==> src/rtl/pipeline_pkg.sv <==
// Shared widths and FSM encoding for the pipeline memory arbiter.
// Imported by the arbiter and by anything that snoops its state.
package pipeline_pkg;

   localparam int ADDR_W = 10;
   localparam int DATA_W = 32;

   typedef enum logic [1:0] {
      IDLE  = 2'd0,
      ISSUE = 2'd1,
      WAIT  = 2'd2,
      RESP  = 2'd3
   } arb_state_t;

   typedef enum logic {
      PORT_IF = 1'b0,
      PORT_DM = 1'b1
   } port_t;

endpackage

==> src/rtl/mem_arbiter.sv <==
// Two-port (IF/DM) arbiter onto one single-port memory.
// DM has priority; a streak counter keeps IF from starving.
module mem_arbiter
   import pipeline_pkg::*;
#(
   parameter int MEM_LAT = 1,
   parameter int STREAK  = 4
) (
   input  logic              clk,
   input  logic              rst,
   input  logic              if_req,
   input  logic [ADDR_W-1:0] if_addr,
   output logic [DATA_W-1:0] if_rdata,
   output logic              if_valid,
   output logic              if_stall,
   input  logic              dm_req,
   input  logic              dm_we,
   input  logic [ADDR_W-1:0] dm_addr,
   input  logic [DATA_W-1:0] dm_wdata,
   output logic [DATA_W-1:0] dm_rdata,
   output logic              dm_valid,
   output logic              dm_stall,
   output logic              mem_en,
   output logic              mem_we,
   output logic [ADDR_W-1:0] mem_addr,
   output logic [DATA_W-1:0] mem_wdata,
   input  logic [DATA_W-1:0] mem_rdata,
   output logic              busy
);

   localparam logic [3:0] STREAK_C = 4'(STREAK);
   localparam logic [2:0] LAT_LAST = 3'(MEM_LAT - 1);

   arb_state_t state;
   arb_state_t state_nxt;
   port_t      grant;
   logic       lat_we;
   logic [3:0] streak;
   logic [2:0] lat_cnt;
   logic       any_req;
   logic       if_wins;

   assign any_req = if_req | dm_req;
   assign if_wins = if_req & (~dm_req | (streak == STREAK_C));

   always_ff @(posedge clk or posedge rst) begin
      if (rst) state <= IDLE;
      else     state <= state_nxt;
   end

   always_comb begin
      state_nxt = state;
      mem_en    = 1'b0;
      mem_we    = 1'b0;
      if_valid  = 1'b0;
      dm_valid  = 1'b0;
      busy      = (state != IDLE);
      unique case (state)
         IDLE: begin
            if (any_req) state_nxt = ISSUE;
         end
         ISSUE: begin
            mem_en    = 1'b1;
            mem_we    = lat_we;
            state_nxt = WAIT;
         end
         WAIT: begin
            if (lat_cnt == LAT_LAST) state_nxt = RESP;
         end
         RESP: begin
            if_valid  = (grant == PORT_IF);
            dm_valid  = (grant == PORT_DM);
            state_nxt = IDLE;
         end
         default: state_nxt = IDLE;
      endcase
   end

   // Inputs are only looked at in IDLE; the latched copy drives the bus.
   always_ff @(posedge clk or posedge rst) begin
      if (rst) begin
         grant     <= PORT_IF;
         lat_we    <= 1'b0;
         streak    <= 4'd0;
         lat_cnt   <= 3'd0;
         mem_addr  <= '0;
         mem_wdata <= '0;
         if_rdata  <= '0;
         dm_rdata  <= '0;
      end else begin
         unique case (state)
            IDLE: begin
               if (any_req) begin
                  if (if_wins) begin
                     grant    <= PORT_IF;
                     lat_we   <= 1'b0;
                     mem_addr <= if_addr;
                     streak   <= 4'd0;
                  end else begin
                     grant     <= PORT_DM;
                     lat_we    <= dm_we;
                     mem_addr  <= dm_addr;
                     mem_wdata <= dm_wdata;
                     if (if_req && streak != STREAK_C)
                        streak <= streak + 4'd1;
                  end
               end
            end
            ISSUE: begin
               lat_cnt <= 3'd0;
            end
            WAIT: begin
               lat_cnt <= lat_cnt + 3'd1;
               if (lat_cnt == LAT_LAST && !lat_we) begin
                  if (grant == PORT_IF) if_rdata <= mem_rdata;
                  else                  dm_rdata <= mem_rdata;
               end
            end
            default: ;
         endcase
      end
   end

   assign if_stall = if_req & ~if_valid;
   assign dm_stall = dm_req & ~dm_valid;

endmodule

==> config.mk <==
export PLATFORM = sky130hd
export DESIGN_NAME = mem_arbiter
export DESIGN_NICKNAME = d
export VERILOG_FILES = /design/src/rtl/pipeline_pkg.sv /design/src/rtl/mem_arbiter.sv
export SDC_FILE = /design/constraint.sdc
export NUM_CORES = 1
export LEC_CHECK = 0
export CAP_MARGIN = 10
export CORE_ASPECT_RATIO = 1.4
export CORE_MARGIN = 8
export CORE_UTILIZATION = 47
export DETAILED_ROUTE_END_ITERATION = 8
export HOLD_SLACK_MARGIN = 0.12
export PLACE_DENSITY = 0.9
export SYNTH_ARGS = -nofsm -noshare
export SYNTH_HDL_FRONTEND = slang
export SYNTH_SLANG_ARGS = --single-unit
==> constraint.sdc <==
create_clock -name clk -period 10.52 [get_ports clk]
set_clock_uncertainty 0.1 [all_clocks]
set_input_delay 1.052 -clock clk [delete_from_list [all_inputs] [get_ports clk]]
set_output_delay 1.052 -clock clk [all_outputs]
set_load 0.1 [all_outputs]
==> metrics.txt, run 1 <==
Area growth syn-to-layout=52.4%; port buffer count=201; Synth cell types=34; Setup crit start=dm_req; Die Span X=104 um; Final period util=42.6%; critical path's slowest cell=clkdlybuf4s50_1; gpl congestion=0.769; hold path startpoint=mem_addr[2]; DP Wirelength=9830 um; most frequent cells in the layout=clkdlybuf4s50_1 (201), dfrtp_1 (117), mux2_4 (58), mux2_2 (38), nand2_1 (27); DP Cell Count=roughly 660; Seq/Total Area, Yosys=slightly below 60%; largest net degree at the start of global routing=63; Final Non-Filler Cells=693; layout cells sized above 1=between 20% and 30%; effective utilization at floorplan=47.4%; H-tree Lvls=4; Startpoint Class=input port; First-pass DRT Iterations=4; Req. time, crit path=9370 ps; CTS buffer count=17; yosys warns=0; CP dominant cell by count=clkdlybuf4s50_1; number of synthesized register bits=117; multi-input combinational cell area=1900 um^2; total congestion overflow=0; post-CTS resize count=0; CP top delay family=buffers and inverters; wire per inst=19.0 um; # nets final=637; cell taking the most area after synthesis=dfrtp_1; Worst path max stage delay=between 1000 and 1500 ps; RSZ-0062 raised after global routing=no; Core Area=approximately 11000 um^2; Row Count=45; Slew @ Worst Pin=1120 ps; setup_tns=0 ps; Layout fillers=687; Placed Area=7090 um^2; post-route antenna net violation count=0; via count=~3500; Die Span Y=between 100 and 150 um; min Tclk post-route=4480 ps; Max Slew Vio Count=0; count of final hold-check violations=0; final setup vio count=0; status=finished clean; Iter 0 DRT Violations=135; CP max FO=18; Synth Instances=between 300 and 400; initial antenna violation count=0; Synth Cell Area=5040 um^2; die area=14300 um^2; Worst Path Buf+Inv=3; CP Data Arrival Time=3330 ps; reg-to-reg slack, setup=around 7700 ps; Mean Syn Cell Area=15.0 um^2; reg-to-reg startpoint=state[1]; top cell type's share of synthesized area=58.1%; crit-path cells=clkdlybuf4s50_1, inv_1, nor2_1, clkdlybuf4s50_1; Setup CP Type=input port to output port; Slew HR=25.5%; CTS tree=built; Max Cap Viol=0; syn_nets=~430; hold_buf cts=0; Max Fclk=between 200 and 250 MHz; Clk pin slew, worst setup/hold paths=50 ps; vias per cell=5.02; GRT Total Usage=a little under a fifth; total clock sinks=117; Critical Path End Type=output port; first-pass GRT wire length=21500 um; register area=between 2000 and 3000 um^2; clk buf depth=2; vias in the first global route=3926; final WL=between 10000 and 15000 um; IO Count=202; postcts setup bufs=0; Area contributors post-synth=dfrtp_1 (58%), mux2_4 (17%), mux2_2 (8.5%); clock latency on the worst-skew pair=390 ps; hold slack final=391 ps; Final Instance Area=7690 um^2; commonest non-fill, non-tap cell in the layout=clkdlybuf4s50_1; min-delay worst type=register to register; ant diodes=0; clk root buf=clkbuf_16; DRC viols=0
[cell usage after synthesis (all sizes together)]
master	instances
o22a	1
o22ai	1
and2	2
nor2b	2
a22o	2
nand2	27
o21ai	6
nand3b	1
nand4bb	1
buf	13
or2	1
clkbuf	6
nand4	11
nand2b	1
dfrtp	117
nand4b	1
nand3	4
and3	1
mux2i	3
mux2	96
o211ai	10
a21o	1
ha	8
inv	13
nor2	3
a31oi	1
a21boi	1
and3b	1
o21a	1
a22oi	1
[path summary, 6_finish.rpt]
kind,depth (start not counted),end
max,4,dm_stall
min in group asynchronous,2,mem_wdata[14]
max reg2reg,4,mem_wdata[29]
min reg2reg,2,mem_addr[2]
min,2,mem_addr[2]
max in group asynchronous,3,dm_rdata[31]
[metal layers]
| metal | up-vias | wire length, um | global-route usage [%] | share of wire (%) |
|---|---|---|---|---|
| met5 | - | 0 | 0 | 0 |
| met4 | 0 | 289 | 6.75 | 2.2 |
| met3 | 22 | 942 | 6.93 | 7.2 |
| met2 | 155 | 7120 | 33.3 | 54 |
| met1 | 1708 | 4800 | 19.4 | 36 |
| li1 | 1592 | - | - | - |
[worst reg2reg max path, stage by stage (launching register included)]
cell and delay, ps:
dfrtp_1 400, inv_1 110, ha_1 580, and3_2 1050, mux2_2 440
[final cells by class]
class / count / share of cell area, %
sequential: 117 / 38.1
timing repair buffer: 203 / 26.4
multi-input combinational: 188 / 24.8
clock buffer: 22 / 6.17
tap: 141 / 2.30
clock inverter: 9 / 1.64
inverter: 13 / 0.667
[state kept, by name (all words and copies together) (netlist names)]
signal and flops:
dm_rdata 32, grant 1, if_rdata 32, lat_cnt 3, lat_we 1, mem_addr 10, mem_wdata 32, state 2
streak 4
[metrics by stage]
step / setup slack [ps] / utilization (%)
6_report: 6040 / 72.2
2_1_floorplan: 6270 / -
3_5_place_dp: 6050 / 66.6
3_3_place_gp: 6120 / 66.6
5_1_grt: 5970 / 72.2
4_1_cts: 6050 / 72.2
[cells by family after synthesis]
group                      share of synthesized area (%)
AOI/OAI and AO/OA                                   3.52
muxes                                               26.3
DFF                                                 58.1
buffers and inverters                               4.39
and+or+nand+nor                                     5.71
adders and majority gates                           1.98
Power of run 1 is not shown: default switching activity piles up to over one toggle a cycle in this logic, so the estimate is an artifact.
==> inputs of run 2 (changes only) <==
--- a/config.mk
+++ b/config.mk
@@ -8,10 +8,10 @@
 export CAP_MARGIN = 10
 export CORE_ASPECT_RATIO = 1.4
 export CORE_MARGIN = 8
-export CORE_UTILIZATION = 47
+export CORE_UTILIZATION = 39
 export DETAILED_ROUTE_END_ITERATION = 8
 export HOLD_SLACK_MARGIN = 0.12
-export PLACE_DENSITY = 0.9
+export PLACE_DENSITY = 0.8
 export SYNTH_ARGS = -nofsm -noshare
 export SYNTH_HDL_FRONTEND = slang
 export SYNTH_SLANG_ARGS = --single-unit
==> constraint.sdc (replaced) <==
create_clock -name clk -period 3.6 [get_ports clk]
set_clock_uncertainty 0.1 [all_clocks]
set_input_delay 0.36 -clock clk [delete_from_list [all_inputs] [get_ports clk]]
set_output_delay 0.36 -clock clk [all_outputs]
set_load 0.1 [all_outputs]
==> metrics.txt, run 2 (synthesis gave the netlist of run 1 again) <==
status=finished clean; DP Wirelength=10100 um (+3.3%); # nets final=642 (+0.78%); total clock sinks=117 (unchanged); Core Area=12800 um^2 (+20%); hold slack final=327 ps (-63.4 ps); min Tclk post-route=2740 ps; post-CTS resize count=0 (unchanged); commonest non-fill, non-tap cell in the layout=clkdlybuf4s50_1; reg-to-reg startpoint=state[0]; Critical Path End Type=output port; RSZ-0062 raised after global routing=no; Die Span X=112 um (+8.3%); vias per cell=4.86 (-3.2%); DRC viols=0 (unchanged); vias in the first global route=3889 (-0.94%); hold_buf cts=0 (unchanged); via count=3453 (-0.69%); Slew @ Worst Pin=1010 ps (-104 ps); setup_tns=0 ps (unchanged); total congestion overflow=0 (unchanged); CP Data Arrival Time=2280 ps (-1050 ps); CTS buffer count=17 (unchanged); Die Span Y=151 um (+8.6%); ant diodes=0 (unchanged); GRT Total Usage=16.1% (-2.5 points); clk buf depth=2 (unchanged); CTS tree=built; Slew HR=32.2% (+6.7 points); Layout fillers=1012 (+47%); die area=16900 um^2 (+18%); Clk pin slew, worst setup/hold paths=60 ps (about the same); Area growth syn-to-layout=53.7%; Final Non-Filler Cells=711 (+2.6%); final setup vio count=0 (unchanged); port buffer count=201 (unchanged); Final period util=between 70% and 80%; Iter 0 DRT Violations=104 (-23%); Final Instance Area=7750 um^2 (+0.88%); effective utilization at floorplan=39.6% (-7.8 points); post-route antenna net violation count=0 (unchanged); register area=2930 um^2 (unchanged); Max Fclk=365 MHz; final WL=13500 um (+2.4%); Setup CP Type=register to output port; count of final hold-check violations=0 (unchanged); largest net degree at the start of global routing=64 (+1.6%); initial antenna violation count=0 (unchanged); Top Registers=dm_rdata: 32 flops, if_rdata: 32 flops, mem_wdata: 32 flops; Max Cap Viol=0 (unchanged); IO Count=202 (unchanged); first-pass GRT wire length=21500 um (about the same); wire per inst=18.9 um (-0.17%); Setup crit start=state[0]; multi-input combinational cell area=1900 um^2 (unchanged); Startpoint Class=register; First-pass DRT Iterations=4 (unchanged); Row Count=49 (+8.9%); Placed Area=7140 um^2 (+0.74%); postcts setup bufs=0 (unchanged); CP max FO=4 (-14); min-delay worst type=input port to asynchronous set/reset pin; H-tree Lvls=4 (unchanged); layout cells sized above 1=26.2% (+2.1 points); gpl congestion=0.744 (-3.2%); clk root buf=clkbuf_16; clock latency on the worst-skew pair=400 ps (about the same); DP Cell Count=679 (+2.6%); Max Slew Vio Count=0 (unchanged); most frequent cells in the layout=clkdlybuf4s50_1 (196), dfrtp_1 (117), mux2_4 (58), mux2_2 (38), nand2_1 (27); Req. time, crit path=3140 ps (-6230 ps)
==> run 2: through the flow <==
stage	util, %	setup slack [ps]
after floorplan	-	39.2
after global placement	56.0	951
after detailed placement	56.0	874
after CTS	60.8	832
after global routing	60.8	778
final	60.8	860
==> run 2: layout make-up <==
cell class,instances,area share [%]
clock buffers,18,5.66
clock inverters,14,2.28
inverters,13,0.662
multi-input cells,188,24.5
flip-flops and latches,117,37.8
well taps,153,2.47
repair buffers,208,26.6
==> run 2: routing by layer <==
| layer | GRT usage, % | vias up | wire length, um |
|---|---|---|---|
| met1 | 17.3 | 1722 | 5250 |
| met2 | 29.4 | 120 | 7330 |
| met3 | 5.18 | 12 | 740 |
| li1 | - | 1599 | - |
| met4 | 5.35 | 0 | 144 |
| met5 | 0 | - | 0 |
==> run 2: critical path: stages (launching register included) <==
cell and delay (ps):
dfrtp_1 400, ha_1 180, and2_1 150, clkdlybuf4s50_1 1150
==> run 2: final timing paths <==
path | cells after the start | end | slack (ps)
setup / recovery | 3 | dm_valid | 860
hold / removal | 2 | mem_wdata[26] | 330
setup reg to reg | 5 | if_rdata[4] | 1180
hold reg to reg | 2 | mem_addr[5] | 390
max in group asynchronous | 3 | mem_wdata[4] | 2270
min in group clk | 2 | mem_addr[5] | 390
Power of run 2 is left out for the same reason.
